### config.mk
export PLATFORM = sky130hd
export DESIGN_NAME = gray_decoder
export DESIGN_NICKNAME = d
export VERILOG_FILES = /design/src/rtl/gray_decoder.sv
export SDC_FILE = /design/constraint.sdc
export NUM_CORES = 1
export LEC_CHECK = 0
export CAP_MARGIN = 20
export CORE_ASPECT_RATIO = 1.25
export CORE_MARGIN = 8
export CORE_UTILIZATION = 39
export CTS_BUF_LIST = sky130_fd_sc_hd__clkbuf_8
export CTS_CLUSTER_DIAMETER = 50
export DETAILED_ROUTE_END_ITERATION = 6
export HOLD_SLACK_MARGIN = 0.05
export SETUP_SLACK_MARGIN = 0.05
export SLEW_MARGIN = 40
export SYNTH_ARGS = -nofsm -noshare
export SYNTH_HDL_FRONTEND = slang
export SYNTH_SLANG_ARGS = --single-unit
### constraint.sdc
create_clock -name clk -period 5.5 [get_ports clk]
set_input_delay 1.1 -clock clk [delete_from_list [all_inputs] [get_ports clk]]
set_output_delay 1.1 -clock clk [all_outputs]
set_load 0.01 [all_outputs]
### src/rtl/gray_decoder.sv
// Gray-count receiver: SYNC_STAGES synchroniser, decode to binary, step/direction/error flags; gray_in to bin_out in SYNC_STAGES+1 clocks.
// No backpressure (enable only gates acceptance); GRAY_DEC_ERR_CNT_EN builds the saturating err_count, otherwise it reads 0.
module gray_decoder #(
  parameter int WIDTH       = 8,
  parameter int SYNC_STAGES = 2
) (
  input  logic             clk,
  input  logic             rst,
  input  logic             enable,
  input  logic [WIDTH-1:0] gray_in,
  output logic [WIDTH-1:0] bin_out,
  output logic             valid,
  output logic             moved,
  output logic             dir_up,
  output logic             step_err,
  output logic [7:0]       err_count
);

  logic [WIDTH-1:0] sync_q [SYNC_STAGES];
  logic [WIDTH-1:0] g_s;
  logic [WIDTH-1:0] g_prev;
  logic [WIDTH-1:0] b_dec;
  logic [WIDTH-1:0] diff;
  logic             primed;
  logic             single_step;
  logic             multi_step;

  always_ff @(posedge clk or negedge rst) begin
    if (!rst) begin
      for (int i = 0; i < SYNC_STAGES; i++) sync_q[i] <= '0;
    end else begin
      sync_q[0] <= gray_in;
      for (int i = 1; i < SYNC_STAGES; i++) sync_q[i] <= sync_q[i-1];
    end
  end

  assign g_s = sync_q[SYNC_STAGES-1];

  // Each binary bit is the XOR of all Gray bits at or above it.
  for (genvar i = 0; i < WIDTH; i++) begin : g_dec
    assign b_dec[i] = ^g_s[WIDTH-1:i];
  end

  // Clearing the lowest set bit leaves something only when two or more bits differ.
  assign diff        = g_s ^ g_prev;
  assign multi_step  = |(diff & (diff - WIDTH'(1)));
  assign single_step = (diff != '0) && !multi_step;

  always_ff @(posedge clk or negedge rst) begin
    if (!rst) begin
      bin_out  <= '0;
      g_prev   <= '0;
      valid    <= 1'b0;
      moved    <= 1'b0;
      dir_up   <= 1'b0;
      step_err <= 1'b0;
      primed   <= 1'b0;
    end else begin
      moved    <= 1'b0;
      step_err <= 1'b0;
      if (enable) begin
        bin_out <= b_dec;
        g_prev  <= g_s;
        valid   <= 1'b1;
        primed  <= 1'b1;
        if (primed) begin
          if (single_step) begin
            moved  <= 1'b1;
            dir_up <= (b_dec == bin_out + WIDTH'(1));
          end else if (multi_step) begin
            step_err <= 1'b1;
          end
        end
      end else begin
        primed <= 1'b0;
      end
    end
  end

`ifdef GRAY_DEC_ERR_CNT_EN
  always_ff @(posedge clk or negedge rst) begin
    if (!rst) begin
      err_count <= 8'd0;
    end else if (enable && primed && multi_step && (err_count != 8'hFF)) begin
      err_count <= err_count + 8'd1;
    end
  end
`else
  assign err_count = 8'd0;
`endif

endmodule

-- After elaboration in Yosys (flattened, before gate mapping)
Index checks and enable logic that the tools add are counted.
- latch bits: 0
- memories kept: 0
- bits in registers: 37
- input port bits: 11
- RAM bits: 0
- logic and storage cells: 34
- bits in read-only memories: 0
- div/mod/pow operators: 0
- $add $sub $neg: 2
- $lt $le $gt $ge: 0
- bitwise logic cells: 2
- equality and inequality tests: 1
- reductions and logical operators: 12
- shift-type cells: 0
- $mul: 0
- multiplexer cells: 8
- operators with widths (operator ; count):
    8-bit by 1-bit adder with 8-bit output (second input constant) ; 1
    8-bit bitwise AND ; 1
    8-bit equality test ; 1
    1-bit 2-to-1 mux ; 8
    8-bit nonzero test ; 1
    8-bit OR reduction ; 1
    8-bit XOR reduction ; 1
    8-bit by 1-bit subtractor with 8-bit output (second input constant) ; 1
    8-bit bitwise XOR ; 1
    7-bit XOR reduction ; 1
    6-bit XOR reduction ; 1
    5-bit XOR reduction ; 1
    4-bit XOR reduction ; 1
    3-bit AND reduction ; 1
    3-bit XOR reduction ; 1
    2-bit XOR reduction ; 1
    1-bit logical AND ; 1
    1-bit logical NOT ; 1

-- Depth between registers and ports, before layout
Gate-level depths: netlist of the first run.
- depth after elaboration: 9
- depth in mapped cells: 8

-- Least setup slack after synthesis of the first run
No wires, ideal clock.
- path kind: register -> register
- start point: reg bin_out[0]
- end point: reg dir_up
- path buffers: 1
- data arrival time: 2.459 ns
- cell stages (with the launch flop): 9
- path slack: 2.938 ns
- clock period less this slack: 2.562 ns
- cells stage by stage: dfrtp_1 ha_1 clkbuf_1 nand3b_1 or4b_1 o211ai_2 a22oi_1 or4_1 o41ai_2
- word-level cells in the longest chain between the ends: 2
- RTL lines (item ; RTL line ; text):
    start, declared ; 11 ; output logic [WIDTH-1:0] bin_out,
    start signal, assigned ; 51 ; bin_out <= '0;
    start signal, assigned ; 62 ; bin_out <= b_dec;
    8-bit by 1-bit adder with 8-bit output ; 69 ; dir_up <= (b_dec == bin_out + WIDTH'(1));
    8-bit equality test ; 69 ;
    end signal, assigned ; 69 ;
    end, declared ; 14 ; output logic dir_up,
Every way passes these cells.
A chain may end at the register's enable or synchronous reset.

-- Worst setup path in the final report of the first run
- start point: reg sync_q, in the netlist g_s[2]
- end point: reg dir_up
- word-level cells in the longest chain between the ends: 7
- RTL lines (item ; RTL line ; text):
    start, declared ; 19 ; logic [WIDTH-1:0] sync_q [SYNC_STAGES];
    8-bit bitwise XOR ; 45 ; assign diff = g_s ^ g_prev;
    8-bit by 1-bit subtractor with 8-bit output ; 46 ; assign multi_step = |(diff & (diff - WIDTH'(1)));
    8-bit bitwise AND ; 46 ;
    8-bit OR reduction ; 46 ;
    1-bit logical NOT ; 47 ; assign single_step = (diff != '0) && !multi_step;
    1-bit logical AND ; 47 ;
    3-bit AND reduction (no source line) ; -- ;
Parallel ways exist; a longest one is shown, timed or not.

==> results of run 1 <==
-- worst reg2reg max path, cell delays in order (launching register included) --
cell	delay [ns]
dfrtp_1	0.86
xor2_1	0.20
or4_1	0.62
or3_1	0.38
a221o_1	0.37
o41ai_2	0.33
-- sequential cells by signal, indices dropped and copies added (netlist names) --
name,flops
primed,1
valid,1
moved,1
g_s,8
g_prev,7
sync_q,8
dir_up,1
step_err,1
bin_out,8
-- cell type report --
cell class	instances	area share [%]
multi-input cells	154	45.9
repair buffers	22	8.87
clock buffers	5	2.87
inverters	3	0.470
clock inverters	3	0.992
flip-flops and latches	36	37.6
well taps	64	3.34
-- metrics by stage --
stage	area, sq um	std cells
finish	2400	287
global route	2400	287
CTS	2400	287
detailed placement	2310	279
global placement	2310	279
floorplan	2140	217
-- power groups by stage --
stage,logic [mW],registers [mW],clock network (mW)
after global routing,0.308,0.343,0.208
after global placement,0.277,0.341,0
after detailed placement,0.278,0.342,0
after floorplan,0.215,0.326,0
after CTS,0.280,0.337,0.196
final,0.278,0.336,0.187
-- placed cells by master, fill, tap and decap left out, types with 8 or more instances in the layout --
cell and n:
dfrtp_1 36, clkdlybuf4s50_1 20, xnor2_1 14, nand2_1 14, xor2_1 12, a21oi_1 12
mux2_2 10, nor2_1 9, o21ai_0 8, nor3_1 8, conb_1 8
-- final timing paths --
check	to	startpoint	cells past startpoint	slack [ns]
max in group asynchronous	dir_up	rst	1	4.44
max	dir_up	g_s[2]	5	2.64
max reg2reg	dir_up	g_s[2]	5	2.64
min in group asynchronous	bin_out[3]	rst	1	0.75
min reg2reg	g_s[0]	sync_q[8]	0	0.34
min	g_s[0]	sync_q[8]	0	0.34
-- cells by family (layout without fill, tap and decap cells) --
kind of cell    count (synthesis)  after routing  share of synthesized area, %
compound gates                 43             43                          14.1
xor+xnor                       28             28                          13.2
fa+ha+maj                       1              1                         0.593
buf+inv                        27             33                          6.41
flops                          36             36                          42.7
mux                            15             15                          7.71
other cells                     1              8                         0.178
simple gates                   59             59                          15.1
-- layer usage --
| layer | vias to the layer above | GRT usage [%] | wire [microns] |
|---|---|---|---|
| met5 | - | 0 | 0 |
| met4 | 0 | 4.61 | 86 |
| met3 | 8 | 2.57 | 128 |
| met2 | 28 | 17.5 | 2000 |
| met1 | 734 | 13.1 | 1820 |
| li1 | 754 | - | - |
==> Flow_metrics.wiki, run 1 <==
{| class="wikitable"
! Metric !! Value
|-
| Primary FF master, synth || dfrtp_1
|-
| Area contributors post-synth || dfrtp_1 (43%), xnor2_1 (5.8%), mux2_2 (5.3%), xor2_1 (5.0%), buf_4 (3.2%)
|-
| Switch share || 35.8%
|-
| P per Cell Area || 334 mW/mm^2
|-
| Clock buffer count from CTS || 5
|-
| Syn Std Cell Area || 0.00211 sq mm
|-
| Most common cell in the netlist || dfrtp_1
|-
| Setup TNS after final layout || 0 ns
|-
| Clock tree skew after final layout || 0.00809 ns
|-
| Critical path start-end classification || reg -> reg
|-
| Sequence of cells on the critical path || xor2_1 > or4_1 > or3_1 > a221o_1 > o41ai_2
|-
| Setup repair after global routing missed its margin || no
|-
| Total via count after detailed routing || 1,524
|-
| Class of the tightest hold or removal check || reg -> reg
|-
| Stage delay of the slowest cell on the critical path || 0.86 ns
|-
| Power share of the sequential group || 42.0%
|-
| Per-cell routed wire length || 14.1 microns
|-
| Register bit total from synthesis || 36
|-
| Sort of element at the start of the critical path || flop
|-
| Number of standard-cell rows in the floorplan || 30
|-
| # Max-Cap Violations || 0
|-
| Max Transition Viols Final || 0
|-
| Iter 0 DRT Violations || 56
|-
| I/O pin count || 31
|-
| Gate power share || 34.7%
|-
| Synthesized instance count || 210
|-
| Placed wire-length estimate || 2.92 mm
|-
| Arrival time at the worst endpoint || 3.04 ns
|-
| Initial core utilization || 39.6%
|-
| Final routed DRC violation total || 0
|-
| Area share of the leading cell type in the synthesized netlist || 42.7%
|-
| Upper clock frequency limit || 350 MHz
|-
| PnR worst setup slack || 2.64 ns
|-
| Wire length of the first global-routing pass || 6.96 mm
|-
| Hold Fails Final Rpt || 0
|-
| Number of resized instances in the post-cts repair step || 0
|-
| Worst relative slew slack || 47.1%
|-
| Clock period minus worst slack || 2.86 ns
|-
| Share of synthesized registers carrying an async set or reset || 100%
|-
| Least-Margin Pin Slew || 0.793 ns
|-
| Area occupied by multi-input gates || 0.00110 sq mm
|-
| Port Buffer Count || 22
|-
| Net count reported at finish || 234
|-
| # hold bufs at CTS || 0
|-
| Number of buffers and inverters on the critical path || 0
|-
| Detailed-router iteration count before antenna repair || 4
|-
| H-tree level count || 2
|-
| Maximum buffer depth of the clock tree || 2
|-
| Fraction of final layout cells sized beyond drive strength 1 || 11.2%
|-
| YS warnings || 0
|-
| CTS tree || yes
|-
| Count of unique library cells instantiated by Yosys || 43
|-
| Area used by sequential logic in the layout || 901 sq um
|-
| Pre-CTS setup slack || 2.40 ns
|-
| Final period utilization || 51.9%
|-
| Number of failing setup endpoints in the final timing report || 0
|-
| Overall die area || 0.00803 sq mm
|-
| Critical-path cell with the highest stage delay || dfrtp_1
|-
| Cell-internal power || 0.514 mW
|-
| Die H || 98.2 microns
|-
| CP required || 5.69 ns
|-
| Fillers || 535
|-
| Max Fanout on Critical Path || 21
|-
| Share of the core filled with cells || 45.0%
|-
| CTS sink cnt || 36
|-
| Number of enable flip-flop cells after synthesis || 0
|-
| Tot GR Track Use || 10.8%
|-
| Count of antenna-violating nets left after detailed routing || 0
|-
| Vias in the first global route || 1,492
|-
| Buffer type at the clock tree root || clkbuf_8
|-
| Area growth from synthesis to layout || 13.6%
|-
| Syn avg cell area || 10.0 sq um
|-
| Switching Power || 0.286 mW
|-
| Largest area contributor in the netlist || dfrtp_1
|-
| Clock-pin slew reported for the worst setup and hold paths after clock tree synthesis || 0.08 ns
|-
| Number of vias per cell after detailed routing || 5.31
|-
| Leakage power summed over all cells || 0.971 nW
|-
| Horizontal die dimension || 81.8 microns
|-
| Most common library cells after synthesis || dfrtp_1 (36), nand2_1 (14), xnor2_1 (14)
|-
| VDD IR-drop max || 0.261 mV
|-
| Core outline area || 0.00533 sq mm
|-
| Hold Worst Slack || 0.341 ns
|-
| GPL Wtd Cong || 0.811
|-
| Final Total Pwr || 0.800 mW
|-
| Largest delay contributor family on the critical path || simple AND/OR/NAND/NOR gates
|-
| Overall overflow remaining after global route || 0
|-
| Critical Path Sink Type || flop
|-
| Clock share of power || 23.3%
|-
| Routed WL || 4.04 mm
|-
| Sequential cell area fraction in the yosys report || 42.7%
|-
| Number of antenna violations at the first check in global routing || 0
|-
| Antenna diode count || 0
|-
| Latest clock arrival within the worst-skew pair || 0.29 ns
|-
| Number of buffers inserted by post-CTS setup repair || 0
|-
| Pin count of the biggest net entering global routing || 37
|-
| Status || completed
|}
No activity file was read; power rests on OpenSTA's default activity.
==> run 2: changes to the inputs <==
- clock period: 5.5 -> 2.4 ns (I/O delays scaled with it)
==> run 2 against run 1 <==
  * Final cell count grew 6.3%
  * Non-clock buffer count up 18
  * Final area grew 6.5%
==> Flow_metrics.wiki, run 2 (same netlist as run 1, synthesis figures left out) <==
{| class="wikitable"
! Metric !! Value
|-
| Number of vias per cell after detailed routing || 5.22 (-1.7%)
|-
| Net count reported at finish || 252 (+7.7%)
|-
| Maximum buffer depth of the clock tree || 2 (unchanged)
|-
| Horizontal die dimension || 81.8 microns (unchanged)
|-
| GPL Wtd Cong || 0.775 (-4.5%)
|-
| I/O pin count || 31 (unchanged)
|-
| Clock buffer count from CTS || 5 (unchanged)
|-
| Pin count of the biggest net entering global routing || 37 (unchanged)
|-
| Number of cell instances on the worst register-to-register path || 7 (+2)
|-
| # hold bufs at CTS || 0 (unchanged)
|-
| Minimum setup slack among reg-to-reg paths || 0.12 ns (-2.53 ns)
|-
| Placed wire-length estimate || 3.29 mm (+13%)
|-
| Buffer type at the clock tree root || clkbuf_8
|-
| Clock-pin slew reported for the worst setup and hold paths after clock tree synthesis || 0.07 ns (about the same)
|-
| Setup repair after global routing missed its margin || no
|-
| Hold Worst Slack || 0.138 ns (-0.203 ns)
|-
| Hold Fails Final Rpt || 0 (unchanged)
|-
| Upper clock frequency limit || 438 MHz (+25%)
|-
| Area occupied by multi-input gates || 0.00112 sq mm (+1.9%)
|-
| P per Cell Area || 751 mW/mm^2 (+120%)
|-
| Most common cell after layout, fill and taps aside || dfrtp_1
|-
| Sort of element at the start of the critical path || flop
|-
| Status || completed
|-
| Met1 track demand over resource || 14.1% (+1.0 points)
|-
| Capture point of the worst reg-to-reg path || dir_up
|-
| Clock period minus worst slack || 2.28 ns (-0.572 ns)
|-
| Fillers || 504 (-5.8%)
|-
| Count of antenna-violating nets left after detailed routing || 0 (unchanged)
|-
| Most used cells in the layout excluding fill and tap cells || dfrtp_1 (34), clkdlybuf4s50_1 (21), buf_4 (19)
|-
| Final period utilization || 95.2% (+43 points)
|-
| CTS tree || yes
|-
| H-tree level count || 2 (unchanged)
|-
| RR Startpoint || g_s[6]
|-
| Leakage power summed over all cells || 1.08 nW (+11%)
|-
| Critical Path Sink Type || flop
|-
| Wire length of the first global-routing pass || 7.45 mm (+7.0%)
|-
| Fraction of final layout cells sized beyond drive strength 1 || 19.1% (+7.9 points)
|-
| PnR worst setup slack || 0.116 ns (-2.53 ns)
|-
| Final Total Pwr || 1.92 mW (+140%)
|-
| Latest clock arrival within the worst-skew pair || 0.29 ns (about the same)
|-
| Final routed DRC violation total || 0 (unchanged)
|-
| Setup TNS after final layout || 0 ns (unchanged)
|-
| GR Util met3 || 2.48% (-0.092 points)
|-
| Class of the tightest hold or removal check || in -> async
|-
| Global-route track usage on met2 || 18.6% (+1.0 points)
|-
| CTS sink cnt || 36 (unchanged)
|-
| Initial core utilization || 39.6% (unchanged)
|-
| CP required || 2.59 ns (-3.10 ns)
|-
| Number of antenna violations at the first check in global routing || 0 (unchanged)
|-
| Area growth from synthesis to layout || 21.1%
|-
| Critical path start-end classification || reg -> reg
|-
| Number of standard-cell rows in the floorplan || 30 (unchanged)
|-
| Detailed-router iteration count before antenna repair || 6 (+2)
|-
| GRT busiest layer || met2
|-
| Overall overflow remaining after global route || 0 (unchanged)
|-
| Antenna diode count || 0 (unchanged)
|-
| Pre-CTS setup slack || 0.0859 ns (-2.31 ns)
|-
| VDD IR-drop max || 0.466 mV (+78%)
|-
| Tot GR Track Use || 11.7% (+0.91 points)
|-
| Vias in the first global route || 1,573 (+5.4%)
|-
| Arrival time at the worst endpoint || 2.48 ns (-0.56 ns)
|-
| Die H || 98.2 microns (unchanged)
|-
| Clock tree skew after final layout || 0.00510 ns (-0.00299 ns)
|-
| Per-cell routed wire length || 14.4 microns (+2.1%)
|-
| Iter 0 DRT Violations || 101 (+80%)
|-
| Core outline area || 0.00533 sq mm (unchanged)
|-
| Total via count after detailed routing || 1,592 (+4.5%)
|-
| Routed WL || 4.38 mm (+8.5%)
|-
| Overall die area || 0.00803 sq mm (unchanged)
|-
| Max Transition Viols Final || 0 (unchanged)
|-
| Number of failing setup endpoints in the final timing report || 0 (unchanged)
|-
| # Max-Cap Violations || 0 (unchanged)
|-
| Port Buffer Count || 22 (unchanged)
|-
| Max Fanout on Critical Path || 5 (-76%)
|-
| Area used by sequential logic in the layout || 903 sq um (+0.28%)
|}
[run 2: routing by layer]
layer,part of all wire (%),up-vias
met5,0,-
met4,3.3,0
met3,3.8,13
met2,51,42
met1,42,741
li1,-,796
[run 2: final cells by class]
type / instances / area share [%]
clock inverter: 3 / 0.637
inverter: 3 / 0.441
multi-input combinational: 154 / 43.9
tap: 64 / 3.14
clock buffer: 5 / 2.69
sequential: 36 / 35.4
timing repair buffer: 40 / 13.8
[run 2: worst max-delay path by stage]
stage / from / to / slack, ns / cells past startpoint
6_report: g_s[6] / dir_up / 0.12 / 7
5_1_grt: g_s[6] / dir_up / 0.05 / 7
4_1_cts: g_s[6] / dir_up / 0.06 / 6
3_5_place_dp: g_s[6] / dir_up / 0.09 / 6
3_3_place_gp: bin_out[0] / dir_up / 0.11 / 7
2_1_floorplan: bin_out[0] / dir_up / 0.01 / 8
[run 2: metrics by stage]
stage	area, sq um	utilization (%)	instances
final	2550	47.9	305
after global routing	2550	47.9	305
after CTS	2520	47.3	304
after detailed placement	2440	45.8	296
after global placement	2440	45.8	296
after floorplan	2150	-	217
[run 2: what timing repair did]
item / 4_1_cts / 5_1_grt
gates resized for setup: 0 / 4
endpoints found under the setup margin: 0 / 1
buffers inserted: 0 / 1
[run 2: power breakdown]
part,switching [mW],internal (mW),total (mW)
clock network,0.213,0.199,0.412
logic,0.419,0.379,0.798
registers,0.0414,0.667,0.709
total,0.673,1.25,1.92
[run 2: worst max-delay path: stages, from the launching register on]
cell and delay [ns]:
dfrtp_2 0.45, xnor2_4 0.17, buf_4 0.16, or4b_4 0.53
o211ai_2 0.07, a22oi_1 0.08, or4_1 0.53, o41ai_2 0.20
